## src/rtl/regfile_scoreboard.sv

```systemverilog
// Architectural register file with per-register busy/tag scoreboard and
// same-cycle writeback bypass on both read ports.
module regfile_scoreboard #(
  parameter int unsigned DATA_W   = 8,
  parameter int unsigned NUM_REGS = 4,
  parameter int unsigned TAG_W    = 3,
  localparam int unsigned ADDR_W  = $clog2(NUM_REGS)
) (
  input  logic              clk,
  input  logic              rst_n,
  input  logic [ADDR_W-1:0] rd_addr_1,
  input  logic [ADDR_W-1:0] rd_addr_2,
  output logic [DATA_W-1:0] rd_data_1,
  output logic [DATA_W-1:0] rd_data_2,
  output logic              rd_busy_1,
  output logic              rd_busy_2,
  output logic [TAG_W-1:0]  rd_tag_1,
  output logic [TAG_W-1:0]  rd_tag_2,
  input  logic              alloc_valid,
  input  logic [ADDR_W-1:0] alloc_reg,
  input  logic [TAG_W-1:0]  alloc_tag,
  input  logic              wb_valid,
  input  logic [ADDR_W-1:0] wb_reg,
  input  logic [TAG_W-1:0]  wb_tag,
  input  logic [DATA_W-1:0] wb_data,
  input  logic              flush
);

  logic [DATA_W-1:0]   data_q [NUM_REGS];
  logic [DATA_W-1:0]   data_d [NUM_REGS];
  logic [TAG_W-1:0]    tag_q  [NUM_REGS];
  logic [TAG_W-1:0]    tag_d  [NUM_REGS];
  logic [NUM_REGS-1:0] busy_q;
  logic [NUM_REGS-1:0] busy_d;

  logic wb_hit_1;
  logic wb_hit_2;

  // Next-state: writeback, then flush or allocate (allocate wins over wb clear)
  always_comb begin
    data_d = data_q;
    tag_d  = tag_q;
    busy_d = busy_q;
    if (wb_valid) begin
      data_d[wb_reg] = wb_data;
      if (busy_q[wb_reg] && (tag_q[wb_reg] == wb_tag)) begin
        busy_d[wb_reg] = 1'b0;
      end
    end
    if (flush) begin
      busy_d = '0;
    end else if (alloc_valid) begin
      busy_d[alloc_reg] = 1'b1;
      tag_d[alloc_reg]  = alloc_tag;
    end
  end

  // State registers with synchronous active-low reset
  always_ff @(posedge clk) begin
    if (!rst_n) begin
      data_q <= '{default: '0};
      tag_q  <= '{default: '0};
      busy_q <= '0;
    end else begin
      data_q <= data_d;
      tag_q  <= tag_d;
      busy_q <= busy_d;
    end
  end

  // Combinational read ports; a same-cycle writeback is forwarded
  always_comb begin
    wb_hit_1  = wb_valid && (wb_reg == rd_addr_1);
    wb_hit_2  = wb_valid && (wb_reg == rd_addr_2);
    rd_data_1 = wb_hit_1 ? wb_data : data_q[rd_addr_1];
    rd_data_2 = wb_hit_2 ? wb_data : data_q[rd_addr_2];
    rd_busy_1 = busy_q[rd_addr_1] && !(wb_hit_1 && (wb_tag == tag_q[rd_addr_1]));
    rd_busy_2 = busy_q[rd_addr_2] && !(wb_hit_2 && (wb_tag == tag_q[rd_addr_2]));
    rd_tag_1  = tag_q[rd_addr_1];
    rd_tag_2  = tag_q[rd_addr_2];
  end

endmodule

```

## config.mk

```make
export PLATFORM = sky130hd
export DESIGN_NAME = regfile_scoreboard
export DESIGN_NICKNAME = d
export VERILOG_FILES = /design/src/rtl/regfile_scoreboard.sv
export SDC_FILE = /design/constraint.sdc
export NUM_CORES = 1
export LEC_CHECK = 0
export ABC_CLOCK_PERIOD_IN_PS = 3590
export BUFFER_PORTS_ARGS = -buffer_cell sky130_fd_sc_hd__buf_2
export CAP_MARGIN = 25
export CORE_MARGIN = 4
export CORE_UTILIZATION = 60
export CTS_CLUSTER_DIAMETER = 200
export DETAILED_ROUTE_END_ITERATION = 7
export PLACE_DENSITY_LB_ADDON = 0.08
export SYNTH_ARGS = -nofsm -noshare
export SYNTH_HDL_FRONTEND = slang
export SYNTH_SLANG_ARGS = --single-unit
export TNS_END_PERCENT = 50
```

## constraint.sdc

```tcl
create_clock -name clk -period 3.59 [get_ports clk]
set_input_delay 0.718 -clock clk [delete_from_list [all_inputs] [get_ports clk]]
set_output_delay 0.718 -clock clk [all_outputs]
set_load 0.01 [all_outputs]
```

-- Word level (Yosys, flattened, before mapping)
Cells that the tools add are included.
- bits in registers: 48
- input bits: 27
- word-level logic and storage cells: 86
- magnitude comparators: 12
- eq/ne operators: 5
- mux-type cells: 36
- bitwise gates (word level): 9
- reduce and logical (&&, ||, !) cells: 15
- operators by type and width (cell ; number):
    $mux 8 ; 7
    $bmux 8 s2 ; 2
    $bwmux 32 ; 1
    $mux 3 ; 7
    $bmux 3 s2 ; 3
    $demux 8 s2 ; 1
    $bwmux 12 ; 1
    $ge 3x3->1 const B ; 4
    $lt 2x3->1 const B ; 4
    $mux 4 ; 3
    $not 2->3 ; 4
    $logic_and 1x1->1 ; 11
    $eq 3x3->1 ; 3
    $bmux 1 s2 ; 3
    $demux 3 s2 ; 1
    $lt 3x1->1 const B ; 2
    $mux 1 ; 5
    $and 4x4->4 ; 1
    $demux 1 s2 ; 2
    $eq 2x2->1 ; 2
    $ge 2x1->1 const B ; 2
    $not 4->4 ; 1
    $or 4x4->4 ; 1
    $logic_not 1->1 ; 2
    3 further kinds ; 4

-- Longest topological paths before layout
- depth in word-level cells: 10
- depth in mapped cells: 7
- mapped depth without buffers: 4

-- Worst setup path before layout
Ideal clock, no wire load.
- path type: in2out
- start point: input port rd_addr_1[0]
- end point: output port rd_busy_1
- data arrival time: 1.857 ns
- setup slack: 1.015 ns
- stages: 3
- buffers on the path: 0
- path through: mux4_2 > xor2_1 > o41a_1
- cells in the longest elaborated chain, start to end: 8
- elaborated cells between the ends (all ways): 12
- RTL lines (element ; line ; text):
    from (decl) ; 11 ; input logic [ADDR_W-1:0] rd_addr_1,
    $not 2->3 (implied by the code) ; 77 ; rd_busy_1 = busy_q[rd_addr_1] && !(wb_hit_1 && (wb_tag == tag_q[rd_addr_1]));
    $bmux 3 s2 ; 77 ;
    $mux 3 (implied by the code) (2 in a row) ; 77 ;
    $eq 3x3->1 ; 77 ;
    $logic_and 1x1->1 ; 77 ;
    $logic_not 1->1 ; 77 ;
    $logic_and 1x1->1 * ; 77 ;
    to (decl) ; 15 ; output logic rd_busy_1,
Mark *: on every way between the ends. The rest lies on a longest branch, timed or not. The select of a mux whose other input is x is not followed.

-- Worst setup path after layout
- start point: input port rd_addr_2[0]
- end point: output port rd_busy_2
- cells in the longest elaborated chain, start to end: 8
- elaborated cells between the ends (all ways): 12
- RTL lines (element ; line ; text):
    from (decl) ; 12 ; input logic [ADDR_W-1:0] rd_addr_2,
    $not 2->3 (implied by the code) ; 78 ; rd_busy_2 = busy_q[rd_addr_2] && !(wb_hit_2 && (wb_tag == tag_q[rd_addr_2]));
    $bmux 3 s2 ; 78 ;
    $mux 3 (implied by the code) (2 in a row) ; 78 ;
    $eq 3x3->1 ; 78 ;
    $logic_and 1x1->1 ; 78 ;
    $logic_not 1->1 ; 78 ;
    $logic_and 1x1->1 * ; 78 ;
    to (decl) ; 16 ; output logic rd_busy_2,
Marked as above.

==> flow_summary.ini <==
[critical_path]
ff2ff_path_depth = 4
timing.rr.start = tag_q[10]$_SDFFE_PN0P_
cp.arrival_ns = 2.27
reg2reg_to = busy_q[2]$_SDFF_PP0_
crit_chain = buf_2 -> buf_4 -> xnor2_1 -> nand3_2 -> o41a_1 -> buf_2
worst_path_max_delay_cell = o41a_1
cpPeakStageDelay_ns = 0.49
cp-start-kind = input pin
crit_path_frequent_cell = buf_2
cp_max_fo = 9
critPathKind = in -> out
required_ns = 2.87
r2r_slack_ns = 2.11
cp-end-kind = primary output

[logic_synthesis]
synth_seq_cells = 48
yosysUniqueCellTypes = 28
netlist.area_leader.share_pct = 33.2
synth_most_common_cell = dfxtp_1
synth_ff_type = dfxtp_1
syn_area_sq_um = 2900
netlist.top_cell.by_area = dfxtp_1
syn_avg_cell_area_sq_um = 10.7
synth_area_leaders = dfxtp_1, mux4_2, mux2i_1
yosysWarnings = 0
async_flop_share_pct = 0
synth_common_cells = dfxtp_1, nand2_1, mux2i_1
yosysSeqAreaShare_pct = 33.2
synth_nets = 299
synth-edff-count = 0
synth_cells = 272

[sta]
slew-limit-headroom_pct = 48.6
max_clock_freq_mhz = 334
timing.final.crit_share_pct = 83.3
postLayoutSetupSlackWorst_ns = 0.598
finClkSkew_ns = 0.00277
tightest_slew_ns = 0.769
setup_viol = 0
finalCriticalPeriod_ns = 2.99
drv_slew = 0
finalHoldViolations = 0
setup_tns_ns = 0
rsz0062_at_grt = no

[route]
ant_nets = 0
drc = 0
routed_wl_mm = 6.95
via_per_inst = 6.13
routed-via-count = 2254
wire_per_inst_microns = 18.9
drtIter0Drc = 197
drt-pass1-iter-count = 4

[clocking]
cts_tree = done
cts_resized = 0
worst_setup_hold_path_clk_slew_ns = 0.09
cts_sinks = 48
cts_setup_buffers = 0
htreeDepth = 2
cts_buffers = 5
clockBufferDepth = 2
worstSkewPairLatency_ns = 0.30
clockRootBuffer = clkbuf_8
ctsHoldBuffers = 0

[floorplan]
initial_utilization_pct = 61.8
die_area_sq_um = 6010
die_h_microns = 77.5
coreArea_sq_um = 4690
die_w_microns = 77.5
rows = 25
ios = 51

[hold_path]
min_from = data_q[23]$_SDFFE_PN0P_
hp-class = reg -> reg
hold_end = data_q[23]$_SDFFE_PN0P_
whs_path_depth = 2

[power]
power_density_nw_per_um2 = 332
p_int_mw = 0.775
sequentialPowerShare_pct = 52.3
power.switching_mw = 0.300
clkPwrFrac_pct = 29.3
finalPower_mw = 1.07
ir_drop_v = 0.000236
pwr-share-comb_pct = 18.4
switching_share_pct = 27.9
p_leak_nw = 1.32

[global_routing]
grt_max_degree = 46
grt_use_total_pct = 24.8
antenna_found_initial = 0
grt_pass1_wl_mm = 11.7
grt_pass1_vias = 2317
gr-total-overflow = 0

[finish]
utilization_pct = 69.1
fillers = 372
syn2layout_area_growth_pct = 11.9
nets = 341
n_antenna_cell = 0
layout-drive-gt1-share_pct = 33.4

[place]
dp_hpwl_mm = 5.10
gp_congestion = 0.847
port_buffers = 50
place_ws_ns = 0.607

[job]
maxCapViolCount = 0

[status]
status = completed
[worst max-delay path, delay by kind of cell]
family,cells,cell delay [ns]
buffers and inverters,3,0.62
XOR/XNOR,1,0.15
AND/OR/NAND/NOR,1,0.28
AO/OA/AOI/OAI,1,0.49
[placed cells by master (no fill, tap or decap), drive strengths merged, types with 3 or more instances in the layout]
cell type	n
mux2i	33
a21boi	16
nor3	6
dfxtp	48
a31oi	4
xnor2	7
nor2	6
xor2	11
mux2	17
nor2b	29
clkbuf	5
buf	53
o21ai	4
mux4	24
nand3	3
nand2	36
[layout make-up]
| type | count | area [sq um] | area share [%] |
|---|---|---|---|
| flip-flops and latches | 48 | 961 | 29.6 |
| well taps | 54 | 67.6 | 2.08 |
| clock buffers | 5 | 68.8 | 2.12 |
| multi-input cells | 205 | 1860 | 57.2 |
| repair buffers | 53 | 273 | 8.41 |
| clock inverters | 2 | 12.5 | 0.386 |
| inverters | 1 | 3.75 | 0.116 |
[metrics by stage]
stage | std cells | hold WS (ns) | area [sq um]
after detailed placement | 361 | 0.477 | 3160
after CTS | 368 | 0.489 | 3240
after global routing | 368 | 0.509 | 3240
after global placement | 361 | 0.462 | 3160
after floorplan | 272 | 0.450 | 2900
final | 368 | 0.484 | 3240
[power by group through the flow]
| stage | sequential (mW) | combinational, mW | clock (mW) |
|---|---|---|---|
| after floorplan | 0.569 | 0.134 | 0 |
| after global placement | 0.573 | 0.194 | 0 |
| after detailed placement | 0.574 | 0.197 | 0 |
| after CTS | 0.561 | 0.198 | 0.322 |
| after global routing | 0.564 | 0.216 | 0.345 |
| final | 0.562 | 0.198 | 0.315 |
[worst max path at each step]
stage	from	to	slack, ns	cells past startpoint
after global placement	rd_addr_2[0]	rd_busy_2	0.60	5
after detailed placement	rd_addr_1[0]	rd_busy_1	0.61	5
after global routing	rd_addr_2[0]	rd_busy_2	0.50	6
final	rd_addr_2[0]	rd_busy_2	0.60	6
after floorplan	rd_addr_1[0]	rd_busy_1	1.02	3
after CTS	rd_addr_2[0]	rd_busy_2	0.59	6
[cell families after synthesis]
logic type                count (synthesis)  synth area share (%)
AOI/OAI and AO/OA                        27                  6.78
xor gates and xnor gates                 18                  5.44
buffers and inverters                    19                  2.98
DFF                                      48                  33.2
muxes                                    74                  36.7
and+or+nand+nor                          86                  15.0
[state kept, by name (all words and copies together) (netlist names)]
| name | flops |
|---|---|
| tag_q | 12 |
| busy_q | 4 |
| data_q | 32 |
[per-layer routing]
layer	up-vias	track usage (%)	part of all wire [%]
met5	-	0	0
met4	0	4.80	0.76
met3	6	4.41	4.2
met2	56	42.1	50
met1	1128	33.3	46
li1	1064	-	-
No activity file was read; power rests on OpenSTA's default activity.
